`config.mk`:
```
export PLATFORM = sky130hd
export DESIGN_NAME = viterbi_frame_ctrl
export DESIGN_NICKNAME = d
export VERILOG_FILES = /design/src/rtl/viterbi_frame_ctrl.sv
export SDC_FILE = /design/constraint.sdc
export NUM_CORES = 1
export LEC_CHECK = 0
export CAP_MARGIN = 5
export CELL_PAD_IN_SITES_DETAIL_PLACEMENT = 1
export CELL_PAD_IN_SITES_GLOBAL_PLACEMENT = 1
export CORE_ASPECT_RATIO = 0.75
export CORE_UTILIZATION = 39
export DETAILED_ROUTE_END_ITERATION = 10
export DONT_BUFFER_PORTS = 1
export PLACE_DENSITY = 0.69
export RECOVER_POWER = 25
export SLEW_MARGIN = 10
export SYNTH_ARGS = -nofsm -noshare
export SYNTH_HDL_FRONTEND = slang
export SYNTH_SLANG_ARGS = --single-unit
```
`constraint.sdc`:
```
create_clock -name clk -period 2.8 [get_ports clk]
set_clock_uncertainty 0.2 [all_clocks]
set_input_delay 0.56 -clock clk [delete_from_list [all_inputs] [get_ports clk]]
set_output_delay 0.56 -clock clk [all_outputs]
set_load 0.02 [all_outputs]
```
`src/rtl/viterbi_frame_ctrl.sv`:
```
// Frame controller around a Viterbi decoder core.
// It loads one frame of symbols, starts the decoder, waits for it, then streams the decoded bits out.
module viterbi_frame_ctrl #(
   parameter int MAX_LEN = 255,
   parameter int TIMEOUT = 2048
) (
   input  logic        clk,
   input  logic        rst_n,
   input  logic        s_valid,
   output logic        s_ready,
   input  logic [1:0]  s_sym,
   input  logic        s_last,
   output logic        sym_wr_en,
   output logic [7:0]  sym_wr_addr,
   output logic [1:0]  sym_wr_data,
   output logic        dec_start,
   output logic [7:0]  dec_frame_len,
   input  logic        dec_done,
   input  logic [7:0]  dec_out_len,
   output logic [7:0]  bit_rd_addr,
   input  logic        bit_rd_data,
   output logic        m_valid,
   input  logic        m_ready,
   output logic        m_bit,
   output logic        m_last,
   output logic        busy,
   output logic        err_overflow,
   output logic        err_timeout,
   output logic [15:0] frames_done
);

   localparam int WD_W = $clog2(TIMEOUT + 1);
   localparam logic [7:0] LAST_IDX = 8'(MAX_LEN - 1);
   localparam logic [WD_W-1:0] WD_LIMIT = WD_W'(TIMEOUT - 1);

   typedef enum logic [2:0] {LOAD, DISCARD, START, WAIT, DRAIN} state_t;

   state_t state, state_nxt;
   logic [7:0] cnt, len, idx;
   logic [WD_W-1:0] wd;
   logic s_fire, m_fire;
   logic unused_dec_out_len;

   // The drained length is always our own latched len; the decoder's view is not needed.
   assign unused_dec_out_len = ^dec_out_len;

   assign s_fire        = s_valid & s_ready;
   assign m_fire        = m_valid & m_ready;
   assign sym_wr_addr   = cnt;
   assign sym_wr_data   = s_sym;
   assign dec_frame_len = len;
   assign bit_rd_addr   = idx;
   assign m_bit         = bit_rd_data;
   assign busy          = (state != LOAD);

   always_ff @(posedge clk or negedge rst_n) begin
      if (!rst_n) state <= LOAD;
      else        state <= state_nxt;
   end

   // Symbol handshakes are masked while reset is held so nothing is written or accepted.
   always_comb begin
      state_nxt = state;
      s_ready   = 1'b0;
      sym_wr_en = 1'b0;
      dec_start = 1'b0;
      m_valid   = 1'b0;
      m_last    = 1'b0;
      case (state)
         LOAD: begin
            s_ready   = rst_n;
            sym_wr_en = s_valid & rst_n;
            if (s_fire) begin
               if (s_last)                state_nxt = START;
               else if (cnt == LAST_IDX)  state_nxt = DISCARD;
            end
         end
         DISCARD: begin
            s_ready = rst_n;
            if (s_fire && s_last) state_nxt = START;
         end
         START: begin
            dec_start = 1'b1;
            state_nxt = WAIT;
         end
         WAIT: begin
            if (dec_done)            state_nxt = DRAIN;
            else if (wd == WD_LIMIT) state_nxt = LOAD;
         end
         DRAIN: begin
            m_valid = 1'b1;
            m_last  = (idx == len - 8'd1);
            if (m_ready && m_last) state_nxt = LOAD;
         end
         default: state_nxt = LOAD;
      endcase
   end

   // A decoder completion in the same cycle as the watchdog limit still wins.
   always_ff @(posedge clk or negedge rst_n) begin
      if (!rst_n) begin
         cnt          <= 8'd0;
         len          <= 8'd0;
         idx          <= 8'd0;
         wd           <= '0;
         err_overflow <= 1'b0;
         err_timeout  <= 1'b0;
         frames_done  <= 16'd0;
      end else begin
         case (state)
            LOAD: begin
               if (s_fire) begin
                  cnt <= cnt + 8'd1;
                  if (s_last || cnt == LAST_IDX) len <= cnt + 8'd1;
                  if (!s_last && cnt == LAST_IDX) err_overflow <= 1'b1;
               end
            end
            START: wd <= '0;
            WAIT: begin
               if (dec_done) begin
                  idx <= 8'd0;
               end else if (wd == WD_LIMIT) begin
                  err_timeout <= 1'b1;
                  cnt         <= 8'd0;
               end else begin
                  wd <= wd + 1'b1;
               end
            end
            DRAIN: begin
               if (m_fire) begin
                  idx <= idx + 8'd1;
                  if (m_last) begin
                     frames_done <= frames_done + 16'd1;
                     cnt         <= 8'd0;
                  end
               end
            end
            default: ;
         endcase
      end
   end

endmodule

```
Word level (Yosys, flattened, before mapping) --
Index checks and enable logic that the tools add are counted.
Operators by class: reduce and logical (&&, ||, !) cells 19, bitwise gates (word level) 4, eq/ne operators 18, mux-type cells 25, add/sub/neg operators 5
Operator list (number):
- 2-to-1 mux 8 bit | 7
- 2-to-1 mux 12 bit | 2
- one-hot mux 12 bit (2 select lines) | 1
- one-hot mux 8 bit (3 select lines) | 1
- 2-to-1 mux 3 bit | 7
- inequality test 2 bit, second input constant | 9
- AND reduction 3 bit | 6
- adder 16 x 1 -> 16 bit, second input constant | 1
- adder 8 x 1 -> 8 bit, second input constant | 2
- one-hot mux 8 bit (2 select lines) | 1
- one-hot mux 3 bit (5 select lines) | 1
- adder 12 x 1 -> 12 bit, second input constant | 1
- equality test 12 x 11 -> 1 bit, second input constant | 1
- equality test 8 bit | 1
- equality test 8 bit, second input constant | 1
- subtractor 8 x 1 -> 8 bit, second input constant | 1
- equality test 3 x 2 -> 1 bit, second input constant | 2
- inequality test 3 bit, second input constant | 2
- AND reduction 6 bit | 1
- nonzero test 3 bit | 2
- 2-to-1 mux 1 bit | 5
- AND reduction 5 bit | 1
- nonzero test 2 bit | 2
- bitwise AND 1 bit | 3
- other kinds (8) | 10
Word-level totals: register bits after elaboration 57, output and inout bits 51

Depth between registers and ports, before layout --
Gate-level depths: netlist of run 1.
word-level depth 7, mapped depth 10, depth with buffers taken out 8

Worst setup path after synthesis of run 1 --
OpenSTA, ideal clock, no wires.
path kind reg2out, start point register len[0] (netlist: dec_frame_len[0]), end point output m_last, data required time 2.040 ns, setup slack -0.278 ns, cell stages (with the launch flop) 8, path buffers 1, arrival time 2.318 ns, cell sequence dfrtp_1 > inv_1 > ha_1 > xnor2_1 > a311oi_2 > nand4_4 > buf_4 > a211oi_1
On the way: cells in the longest elaborated chain, start to end 3
Ends and longest elaborated chain:
- from (decl) | line 39 | logic [7:0] cnt, len, idx;
- from (signal assigned) | line 114 | if (s_last || cnt == LAST_IDX) len <= cnt + 8'd1;
- subtractor 8 x 1 -> 8 bit | line 92 | m_last = (idx == len - 8'd1);
- equality test 8 bit | line 92
- 2-to-1 mux 1 bit | line 69 | case (state)
- to (decl) | line 25 | output logic m_last,
No other way between the ends.

Worst setup path after layout of run 1 --
Same ends and word-level chain as after synthesis.

==> reports/results.tsv, run 1 <==
metric	value	unit
DIE AREA	9062	µm²
Fill cells	939	
Root Driver	clkbuf_16	
WP buf/inv	1	
Synth Instances	341	
first-pass GRT wire length	14.50	mm
final design area excluding fillers	4044	µm²
Post-DRT Antenna Nets	0	
Synth Flop Type	dfrtp_1	
Final Hold Fails	0	
sequential element share of the synthesized area	42.13	%
nets	391	
initial antenna violation count	0	
slowest CP cell	dfrtp_2	
area added between synthesis and finish	19.44	%
Core Region	8454	µm²
clock buffer depth	2	
RePlAce Congestion	0.7433	
top post-synthesis cells by area	dfrtp_1, xor2_1, a211oi_2, nand2_1, nor2_1	
die height	82.69	µm
Max-Cap Viols	0	
CTS H-tree lvls	3	
average size of a mapped cell	9.929	µm²
Ys Warns	0	
Setup violations, final	1	
status	finished, violations left	
drt wl/cell	19.42	µm
f_max	352.0	MHz
CP Data Required Time	2.04	ns
die width	109.6	µm
worst hold path type	primary input to register	
mapped cell area	3386	µm²
vias in the first global route	2652	
Worst path top cell family by delay	compound AO/OA/AOI/OAI gates	
Lkg Pwr	1.751	nW
DRT iter0 DRCs	165	
RSZ-0062 raised after global routing	yes	
Initial Util	40.05	%
min Tclk post-route	2.841	ns
Synth cell types	58	
synth cell count leaders	dfrtp_1, nand2_1, nor2_1	
Worst VDD drop	0.3781	mV
Slew HR	0.6024	%
Worst Max-Slew Pin Slew	1.491	ns
DR vias/cell	5.694	
drt pass-1 iters	4	
Mapped Nets	364	
Setup CP Type	register to output pin	
Placed Area	3625	µm²
pin count of the biggest net entering global routing	58	
Detailed Place HPWL	6.511	mm
TritonCTS clock tree	built	
CP Max Fanout	7	
register bit count reported by yosys	57	
CP peak stage delay	0.49	ns
I/O Pins	68	
TritonCTS Sinks	57	
Num CTS Buffers	9	
Critical Path AT	2.08	ns
ant diodes	0	
IO Port Bufs	0	
vias	2739	
Post-synth EDFFs	0	
later-pin clock latency in the skew report	0.33	ns
failing checks	negative setup slack	
Max Slew Vio Count	0	
area leader, netlist	dfrtp_1	
top cell type's share of synthesized area	42.13	%
Reg2Reg Setup Slack	0.13	ns
DRC viols	0	
Worst-path clk slew	0.05	ns
share of cells above drive strength 1	24.40	%
pre-CTS setup slack	0.04917	ns
Fin Setup TNS	-0.04095	ns
Worst setup SP type	register	
Detailed Route WL	9.341	mm
critical path capture point type	output pin	
count leader, synth	dfrtp_1	
num rows	29	
asr flop ratio synth	100.0	%
PwrDens	916.6	nW/µm²
aggregate global-route resource usage	21.79	%
grt ovf	0	
crit path cell chain	inv_2 > ha_4 > nor2_4 > nand4_1 > a31o_4 > a211oi_4	
Tcrit/Tclk final	101.5	%
final setup margin	-0.04095	ns
[power breakdown]
group / total (mW) / switching [mW] / internal [mW]
logic: 1.41 / 0.877 / 0.528
registers: 1.17 / 0.217 / 0.955
clock network: 1.13 / 0.369 / 0.760
total: 3.71 / 1.46 / 2.24
[through the flow]
stage	total power, mW	utilization, %	cells	hold slack, ns
floorplan	2.067	-	341	0.06441
global placement	2.374	42.87	458	0.06673
detailed placement	2.419	42.87	458	0.06646
CTS	3.679	47.52	478	0.1171
global route	3.898	47.83	481	0.1262
finish	3.707	47.83	481	0.1298
[worst paths after layout]
kind / startpoint / endpoint / depth (start not counted)
worst max-delay path: dec_frame_len[0]$_DFFE_PN0P_ / m_last / 6
worst min-delay path: s_last / err_overflow$_DFFE_PN0P_ / 1
worst max register to register: dec_frame_len[0]$_DFFE_PN0P_ / frames_done[1]$_DFFE_PN0P_ / 9
worst min register to register: wd[6]$_DFFE_PN0P_ / wd[6]$_DFFE_PN0P_ / 1
max in group asynchronous: rst_n / dec_frame_len[0]$_DFFE_PN0P_ / 2
min in group asynchronous: rst_n / bit_rd_addr[6]$_DFFE_PN0P_ / 2
[cell families (layout without fill, tap and decap cells)]
| kind of cell | count (synthesis) | after routing | share of synthesized area (%) |
|---|---|---|---|
| AOI/OAI and AO/OA | 79 | 79 | 19.48 |
| xor gates and xnor gates | 40 | 40 | 10.57 |
| adders and majority gates | 6 | 6 | 2.217 |
| buffers and inverters | 27 | 59 | 4.286 |
| DFF | 57 | 57 | 42.13 |
| muxes | 2 | 2 | 0.6282 |
| and+or+nand+nor | 130 | 130 | 20.69 |
[placed cells by master (no fill, tap or decap), drive strengths merged, types with 9 or more instances in the layout]
cell type,count
a2111oi,9
buf,30
nor2,30
nand4,16
xnor2,11
xor2,29
o21ai,22
a21oi,13
dfrtp,57
clkbuf,15
inv,10
nand2,32
a211oi,11
nand3,18
[timing repair]
item	CTS	global route
setup buffers	2	3
gates resized for setup	7	6
gates cloned	0	0
setup endpoints to repair	1	2
pin swaps	5	5
hold endpoints to repair	57	0
hold buffers	2	0
[registers in the layout (all words and copies together) (netlist names)]
signal,count
bit_rd_addr,8
dec_frame_len,8
err_overflow,1
err_timeout,1
frames_done,16
state,3
sym_wr_addr,8
wd,12
[cell type report]
| cell class | instances | area (µm²) | share of cell area, % |
|---|---|---|---|
| flip-flops and latches | 57 | 1429 | 35.33 |
| multi-input cells | 257 | 1889 | 46.72 |
| clock buffers | 14 | 274.0 | 6.776 |
| well taps | 108 | 135.1 | 3.342 |
| clock inverters | 2 | 35.03 | 0.8663 |
| inverters | 11 | 41.29 | 1.021 |
| repair buffers | 32 | 240.2 | 5.941 |
[routing by layer]
metal / wire length (µm) / track usage (%)
met5: 0 / 0
met4: 85 / 6.400
met2: 4177 / 30.69
met3: 429 / 6.829
met1: 4650 / 31.62
Note: power is estimated with default switching activity, not from simulation.
==> run 2, diff against run 1 <==
--- a/config.mk
+++ b/config.mk
@@ -18,3 +18,4 @@
 export SYNTH_ARGS = -nofsm -noshare
 export SYNTH_HDL_FRONTEND = slang
 export SYNTH_SLANG_ARGS = --single-unit
+export TNS_END_PERCENT = 10
==> results of run 2 <==
Same layout as run 1: the final DEF is identical, and so are final timing and power.
==> run 3, diff against run 2 <==
--- a/config.mk
+++ b/config.mk
@@ -14,7 +14,6 @@
 export DONT_BUFFER_PORTS = 1
 export PLACE_DENSITY = 0.69
 export RECOVER_POWER = 25
-export SLEW_MARGIN = 10
 export SYNTH_ARGS = -nofsm -noshare
 export SYNTH_HDL_FRONTEND = slang
 export SYNTH_SLANG_ARGS = --single-unit
==> results of run 3 <==
Same layout as run 1: the final DEF is identical, and so are final timing and power.
